[config.mk]
export PLATFORM = sky130hd
export DESIGN_NAME = crypto_accel_axi
export DESIGN_NICKNAME = d
export VERILOG_FILES = /design/src/rtl/crypto_accel_axi.sv
export SDC_FILE = /design/constraint.sdc
export NUM_CORES = 1
export LEC_CHECK = 0
export BUFFER_PORTS_ARGS = -buffer_cell sky130_fd_sc_hd__buf_2
export CAP_MARGIN = 20
export CORE_AREA = 2 2 309 311
export CTS_BUF_LIST = sky130_fd_sc_hd__clkbuf_4 sky130_fd_sc_hd__clkbuf_8
export DETAILED_ROUTE_END_ITERATION = 12
export DIE_AREA = 0 0 311 313
export GPL_TIMING_DRIVEN = 0
export PLACE_DENSITY = 0.47
export SLEW_MARGIN = 20
export SYNTH_ARGS = -nofsm -noshare
export SYNTH_HDL_FRONTEND = slang
export SYNTH_SLANG_ARGS = --single-unit
export TNS_END_PERCENT = 5
[constraint.sdc]
create_clock -name clk -period 4.65 [get_ports clk]
set_input_delay 1.395 -clock clk [delete_from_list [all_inputs] [get_ports clk]]
set_output_delay 1.395 -clock clk [all_outputs]
set_load 0.02 [all_outputs]
[src/rtl/crypto_accel_axi.sv]
// Register front-end for an AES-CTR engine: a single-outstanding bus slave that
// exposes key/counter registers and streams 128-bit blocks into and out of the AES FIFOs.
// state | meaning
// IDLE  | accepting a write or read address (write wins)
// WDATA | waiting for write data, register update on handshake
// WRESP | presenting OKAY write response
// RDATA | presenting read data captured at address acceptance
module crypto_accel_axi #(
  parameter int ADDR_W = 38
) (
  input  logic              clk,
  input  logic              rst_n,
  input  logic              wraddr_valid,
  output logic              wraddr_ready,
  input  logic [ADDR_W-1:0] wraddr,
  input  logic              wr_valid,
  output logic              wr_ready,
  input  logic [31:0]       wr_dat,
  output logic              wrresp_valid,
  input  logic              wrresp_ready,
  output logic [1:0]        wrresp_dat,
  input  logic              rdaddr_valid,
  output logic              rdaddr_ready,
  input  logic [ADDR_W-1:0] rdaddr,
  output logic              rd_valid,
  input  logic              rd_ready,
  output logic [31:0]       rd_dat,
  output logic [1:0]        rdresp_dat,
  output logic [255:0]      aes_key,
  output logic [127:0]      aes_ctr,
  output logic              aes_in_valid,
  input  logic              aes_in_ready,
  output logic [127:0]      aes_in_block,
  input  logic              aes_out_valid,
  output logic              aes_out_ready,
  input  logic [127:0]      aes_out_block,
  input  logic              aes_fifo_empty,
  output logic              aes_rst
);

  typedef enum logic [1:0] {IDLE, WDATA, WRESP, RDATA} state_t;

  state_t      state, state_nxt;
  logic [7:0]  addr_q;
  logic        auto_inc;
  logic [1:0]  in_cnt;
  logic [1:0]  out_idx;
  logic        rd_pop_q;
  logic [7:0]  rd_sel;
  logic [31:0] rd_mux;
  logic [31:0] out_word;
  logic        busy;
  logic        wr_addr_hs, rd_addr_hs, wr_hs, rd_hs, in_hs;
  logic        wr_ctrl, soft_rst, wr_din, wr_ctr_any;
  logic        unused_addr_bits;

  function automatic logic [31:0] bswap(input logic [31:0] w);
    return {w[7:0], w[15:8], w[23:16], w[31:24]};
  endfunction

  assign unused_addr_bits = ^{wraddr[ADDR_W-1:8], rdaddr[ADDR_W-1:8]};

  // Every access completes with OKAY, so response codes are constant.
  assign wrresp_dat = 2'b00;
  assign rdresp_dat = 2'b00;

  always_comb begin
    state_nxt    = state;
    wraddr_ready = 1'b0;
    rdaddr_ready = 1'b0;
    wr_ready     = 1'b0;
    wrresp_valid = 1'b0;
    rd_valid     = 1'b0;
    case (state)
      IDLE: begin
        wraddr_ready = 1'b1;
        rdaddr_ready = 1'b1;
        if (wraddr_valid)      state_nxt = WDATA;
        else if (rdaddr_valid) state_nxt = RDATA;
      end
      WDATA: begin
        wr_ready = 1'b1;
        if (wr_valid) state_nxt = WRESP;
      end
      WRESP: begin
        wrresp_valid = 1'b1;
        if (wrresp_ready) state_nxt = IDLE;
      end
      RDATA: begin
        rd_valid = 1'b1;
        if (rd_ready) state_nxt = IDLE;
      end
    endcase
  end

  always_ff @(posedge clk or negedge rst_n) begin
    if (!rst_n) state <= IDLE;
    else        state <= state_nxt;
  end

  assign wr_addr_hs = (state == IDLE) && wraddr_valid;
  assign rd_addr_hs = (state == IDLE) && rdaddr_valid && !wraddr_valid;
  assign wr_hs      = (state == WDATA) && wr_valid;
  assign rd_hs      = (state == RDATA) && rd_ready;
  assign in_hs      = aes_in_valid && aes_in_ready;

  assign wr_ctrl    = wr_hs && (addr_q == 8'h00);
  assign soft_rst   = wr_ctrl && wr_dat[31];
  assign wr_din     = wr_hs && (addr_q == 8'h04);
  assign wr_ctr_any = wr_hs && (addr_q[7:4] == 4'h1) && (addr_q[1:0] == 2'b00);

  assign busy   = aes_in_valid | ~aes_fifo_empty | (in_cnt != 2'd0);
  assign rd_sel = rdaddr[7:0];

  always_comb begin
    out_word = aes_out_block[127:96];
    case (out_idx)
      2'd0: out_word = aes_out_block[127:96];
      2'd1: out_word = aes_out_block[95:64];
      2'd2: out_word = aes_out_block[63:32];
      2'd3: out_word = aes_out_block[31:0];
    endcase
  end

  always_comb begin
    rd_mux = 32'd0;
    if (rd_sel == 8'h00)
      rd_mux = {29'd0, ~aes_in_ready, ~aes_out_valid, busy};
    else if ((rd_sel == 8'h08) && aes_out_valid)
      rd_mux = bswap(out_word);
    for (int i = 0; i < 4; i++)
      if (rd_sel == 8'(16 + 4*i)) rd_mux = aes_ctr[(3-i)*32 +: 32];
    for (int i = 0; i < 8; i++)
      if (rd_sel == 8'(32 + 4*i)) rd_mux = aes_key[(7-i)*32 +: 32];
  end

  always_ff @(posedge clk or negedge rst_n) begin
    if (!rst_n) begin
      addr_q        <= 8'd0;
      aes_key       <= '0;
      aes_ctr       <= '0;
      auto_inc      <= 1'b0;
      in_cnt        <= 2'd0;
      out_idx       <= 2'd0;
      aes_in_block  <= '0;
      aes_in_valid  <= 1'b0;
      aes_out_ready <= 1'b0;
      rd_dat        <= 32'd0;
      rd_pop_q      <= 1'b0;
      aes_rst       <= 1'b1;
    end else begin
      aes_rst       <= soft_rst;
      aes_out_ready <= 1'b0;

      if (wr_addr_hs) addr_q <= wraddr[7:0];
      if (rd_addr_hs) begin
        addr_q   <= rd_sel;
        rd_dat   <= rd_mux;
        rd_pop_q <= (rd_sel == 8'h08) && aes_out_valid;
      end

      // A counter register write in the same cycle wins over auto-increment.
      if (in_hs) begin
        aes_in_valid <= 1'b0;
        if (auto_inc && !wr_ctr_any) aes_ctr <= aes_ctr + 128'd1;
      end

      if (wr_din && !aes_in_valid) begin
        case (in_cnt)
          2'd0: aes_in_block[127:96] <= bswap(wr_dat);
          2'd1: aes_in_block[95:64]  <= bswap(wr_dat);
          2'd2: aes_in_block[63:32]  <= bswap(wr_dat);
          2'd3: aes_in_block[31:0]   <= bswap(wr_dat);
        endcase
        in_cnt <= in_cnt + 2'd1;
        if (in_cnt == 2'd3) aes_in_valid <= 1'b1;
      end

      for (int i = 0; i < 4; i++)
        if (wr_hs && (addr_q == 8'(16 + 4*i))) aes_ctr[(3-i)*32 +: 32] <= wr_dat;
      for (int i = 0; i < 8; i++)
        if (wr_hs && (addr_q == 8'(32 + 4*i))) aes_key[(7-i)*32 +: 32] <= wr_dat;

      if (rd_hs && rd_pop_q) begin
        out_idx <= out_idx + 2'd1;
        if (out_idx == 2'd3) aes_out_ready <= 1'b1;
      end

      if (wr_ctrl) begin
        auto_inc <= wr_dat[30];
        if (wr_dat[31]) begin
          aes_ctr      <= '0;
          in_cnt       <= 2'd0;
          out_idx      <= 2'd0;
          aes_in_valid <= 1'b0;
          aes_in_block <= '0;
        end
      end
    end
  end

endmodule

==> results by group <==
Die
  – Chip Height: around 310 um
  – Number of top-level pins: around 800
  – Core Area: between 90,000 and 100,000 sq um
  – Initial Util: 0.302
  – Die width: ~310 um
  – Die area: around 97,000 sq um
  – Row count: 113

Logic synthesis
  – EDFF count, synth: 0
  – Sequential area share after synthesis: 0.495
  – Post-synth top area share: 0.494
  – Most frequent cell after synthesis: dfrtp_1
  – Post-synth top cells: dfrtp_1 (562), nand2_1 (393), a21oi_1 (296), mux2_2 (278), clkbuf_1 (198)
  – Largest area contributor in the netlist: dfrtp_1
  – Mapped Avg Cell Area: about 9.9 sq um
  – Primary FF master, synth: dfrtp_1
  – Ys Warns: 0
  – Post-Syn Instances: ~2,900
  – Yosys cell types: ~70
  – Syn Std Cell Area: about 28,000 sq um
  – FF+latch count, synth: roughly 560
  – Synth async-reset ratio: 1.00
  – Top area cells in the synthesized netlist: dfrtp_1 (49%), mux2_2 (11%), a21oi_1 (5.2%)

Worst setup path
  – Crit. End Element: register
  – Data arrival, critical path: 5.28 ns
  – Worst setup path category: primary input to register
  – FF-to-FF path depth: 9
  – Slowest stage delay, CP: ~0.76 ns
  – Critical Path, Cell by Cell: clkbuf_1, clkbuf_1, buf_1, mux2i_1, o21ai_0, a221oi_1, nand2_1, o221ai_1, a21oi_1
  – Critical Path Fanout Max: 10
  – Crit path required time: ~5.3 ns
  – Startpoint types: primary input
  – CP dominant cell by count: clkbuf_1
  – Slowest CP cell: buf_1

GRT
  – First-pass GRT wire length: 244,000 um
  – Initial antenna violation count: 30
  – All-layer global routing usage: 0.362
  – Largest net degree at the start of global routing: 92
  – Vias in the first global route: about 28,000
  – Total congestion overflow: 0

Drt
  – Total number of vias: 29,100
  – Drt drc: 0
  – Total Wirelength: around 180,000 um
  – Final ANT Viol Nets: 0
  – Vias per inst: approximately 5.7
  – Wire per inst: around 36 um
  – First-pass iteration count of the detailed router: 6
  – Iteration-0 DRC Markers: 2,943

STA
  – Minimum clock period after layout: between 4 and 5 ns
  – Peak Freq: 214 MHz
  – Finish-stage setup viols: 2
  – Clock skew: 0.0334 ns
  – Rel. slew slack: 0.138
  – Setup Total Neg Slack: -0.0485 ns
  – Fin. max-slew vios: 0
  – PnR worst setup slack: -0.0271 ns
  – Final worst-path cycle share: 1.01
  – Final hold vios: 0
  – RSZ-0062 raised after global routing: false
  – Worst Max-Slew Pin Slew: ~1.3 ns

Cells and area
  – Fin cells: 5,097
  – Share of layout cells above drive strength 1: 0.330
  – Fin util: 0.387
  – Nets: approximately 4,000
  – Final Instance Area: between 30,000 and 40,000 sq um
  – Fillers: 9,935
  – P&R area growth vs syn: 27.9%

CTS
  – Postcts setup bufs: 0
  – Total CTS buffers: between 100 and 150
  – TritonCTS Sinks: 563
  – H-tree depth: 3
  – Clock Tree Buf Depth: 3
  – Worst skew pair latency: ~0.76 ns
  – CTS tree: yes
  – Clock root buffer: clkbuf_8
  – Reg clk slew, reported paths: ~0.06 ns
  – Hold-fix buffers, CTS: 0

Place
  – Routability cong.: roughly 1
  – Dpl cells: about 5,000
  – Place WS: -0.984 ns
  – Placed instance area: between 30,000 and 40,000 sq um
  – Final HPWL from detailed placement: ~140,000 um
  – Quantity of I/O buffers inserted on ports: around 740

Run status
  – Status: complete, but fails checks
  – Failing checks: setup timing

Run
  – Max-Cap Viols: 0

Pwr
  – Worst VDD drop: 0.238 mV
  – Leakage: 17.9 nW
  – Cell Pwr Density: a little under 400 nW/um^2

Hold path
  – Worst min-delay path class: register to register
  – WHS Path Cells: 2
kinds of logic (layout without fill, tap and decap cells):
kind of cell	after synthesis	after routing	share of synthesized area
and+or+nand+nor	884	884	0.146
AOI/OAI and AO/OA	730	730	0.157
DFF	563	563	0.495
muxes	310	310	0.122
buffers and inverters	267	1200	0.0372
xor gates and xnor gates	125	125	0.0385
adders and majority gates	9	9	0.00396
other	1	11	0.000132
layout make-up:
class | instances | area (sq um) | area share
Antenna cell | 7 | 17.5 | 0.000481
Inverter | 20 | 75.1 | 0.00206
Buffer | 247 | 988 | 0.0271
Tap cell | 1265 | 1580 | 0.0435
Sequential cell | 563 | 14100 | 0.387
Multi-Input combinational cell | 2062 | 13400 | 0.367
Clock inverter | 17 | 224 | 0.00615
Clock buffer | 171 | 2150 | 0.0591
Timing Repair Buffer | 745 | 3910 | 0.107
routing by layer:
metal,vias up,GRT usage,wire [um]
met3,397,0.125,19600
met2,1760,0.592,84100
met1,14700,0.426,67700
met5,-,0,74
met4,12,0.168,9590
li1,12200,-,-
through the flow:
stage / power [mW] / hold WS, ns
global placement: 8.50 / 0.478
floorplan: 6.99 / 0.451
detailed placement: 8.53 / 0.474
CTS: 14.1 / 0.488
global route: 14.5 / 0.518
finish: 14.0 / 0.487
sequential cells by signal, summed over array words and instances, names as in the netlist:
signal / cells
rd_dat: 32
aes_rst: 1
out_idx: 2
aes_out_ready: 1
rd_pop_q: 1
aes_in_block: 128
aes_ctr: 128
aes_key: 256
auto_inc: 1
addr_q: 8
aes_in_valid: 1
in_cnt: 2
state: 2
what timing repair did:
action | CTS | global route
setup endpoints to repair | 4 | 3
cloned | 0 | 0
resized for setup | 1 | 5
final timing paths:
check                           start                to  slack (ns)
hold reg to reg            rd_dat[19]        rd_dat[19]        0.49
setup / recovery            rdaddr[2]         rd_dat[7]       -0.03
hold / removal             rd_dat[19]        rd_dat[19]        0.49
max in group asynchronous       rst_n      aes_ctr[116]        2.20
setup reg to reg           out_idx[0]         rd_dat[2]        0.26
min in group asynchronous       rst_n  aes_in_block[58]        0.56
critical path: cells and delay by family:
family                 cells  cell delay (ns)
AO/OA/AOI/OAI              4             1.36
buffers and inverters      3             1.80
multiplexers               1             0.54
AND/OR/NAND/NOR            1             0.16
cells in the final DEF, fill, tap and decap left out, types with 37 or more instances in the layout:
cell type and count:
buf_2 744, dfrtp_1 562, nand2_1 393, a21oi_1 296, mux2_2 278, clkbuf_1 196, o21ai_0 178, nor2_1 161
clkbuf_8 139, nand3_1 90, xor2_1 68, xnor2_1 57, nand4_1 48, nor3_1 41, a222oi_1 39, a211oi_1 37
where the power goes:
group / leakage, nW / internal [mW] / total (mW) / switching, mW
Sequential: 7.74 / 5.30 / 5.88 / 0.575
Combinational: 8.87 / 0.804 / 2.62 / 1.81
Clock: 1.26 / 3.15 / 5.54 / 2.40
Total: 17.9 / 9.25 / 14.0 / 4.79
No activity file was read; power rests on OpenSTA's default activity.
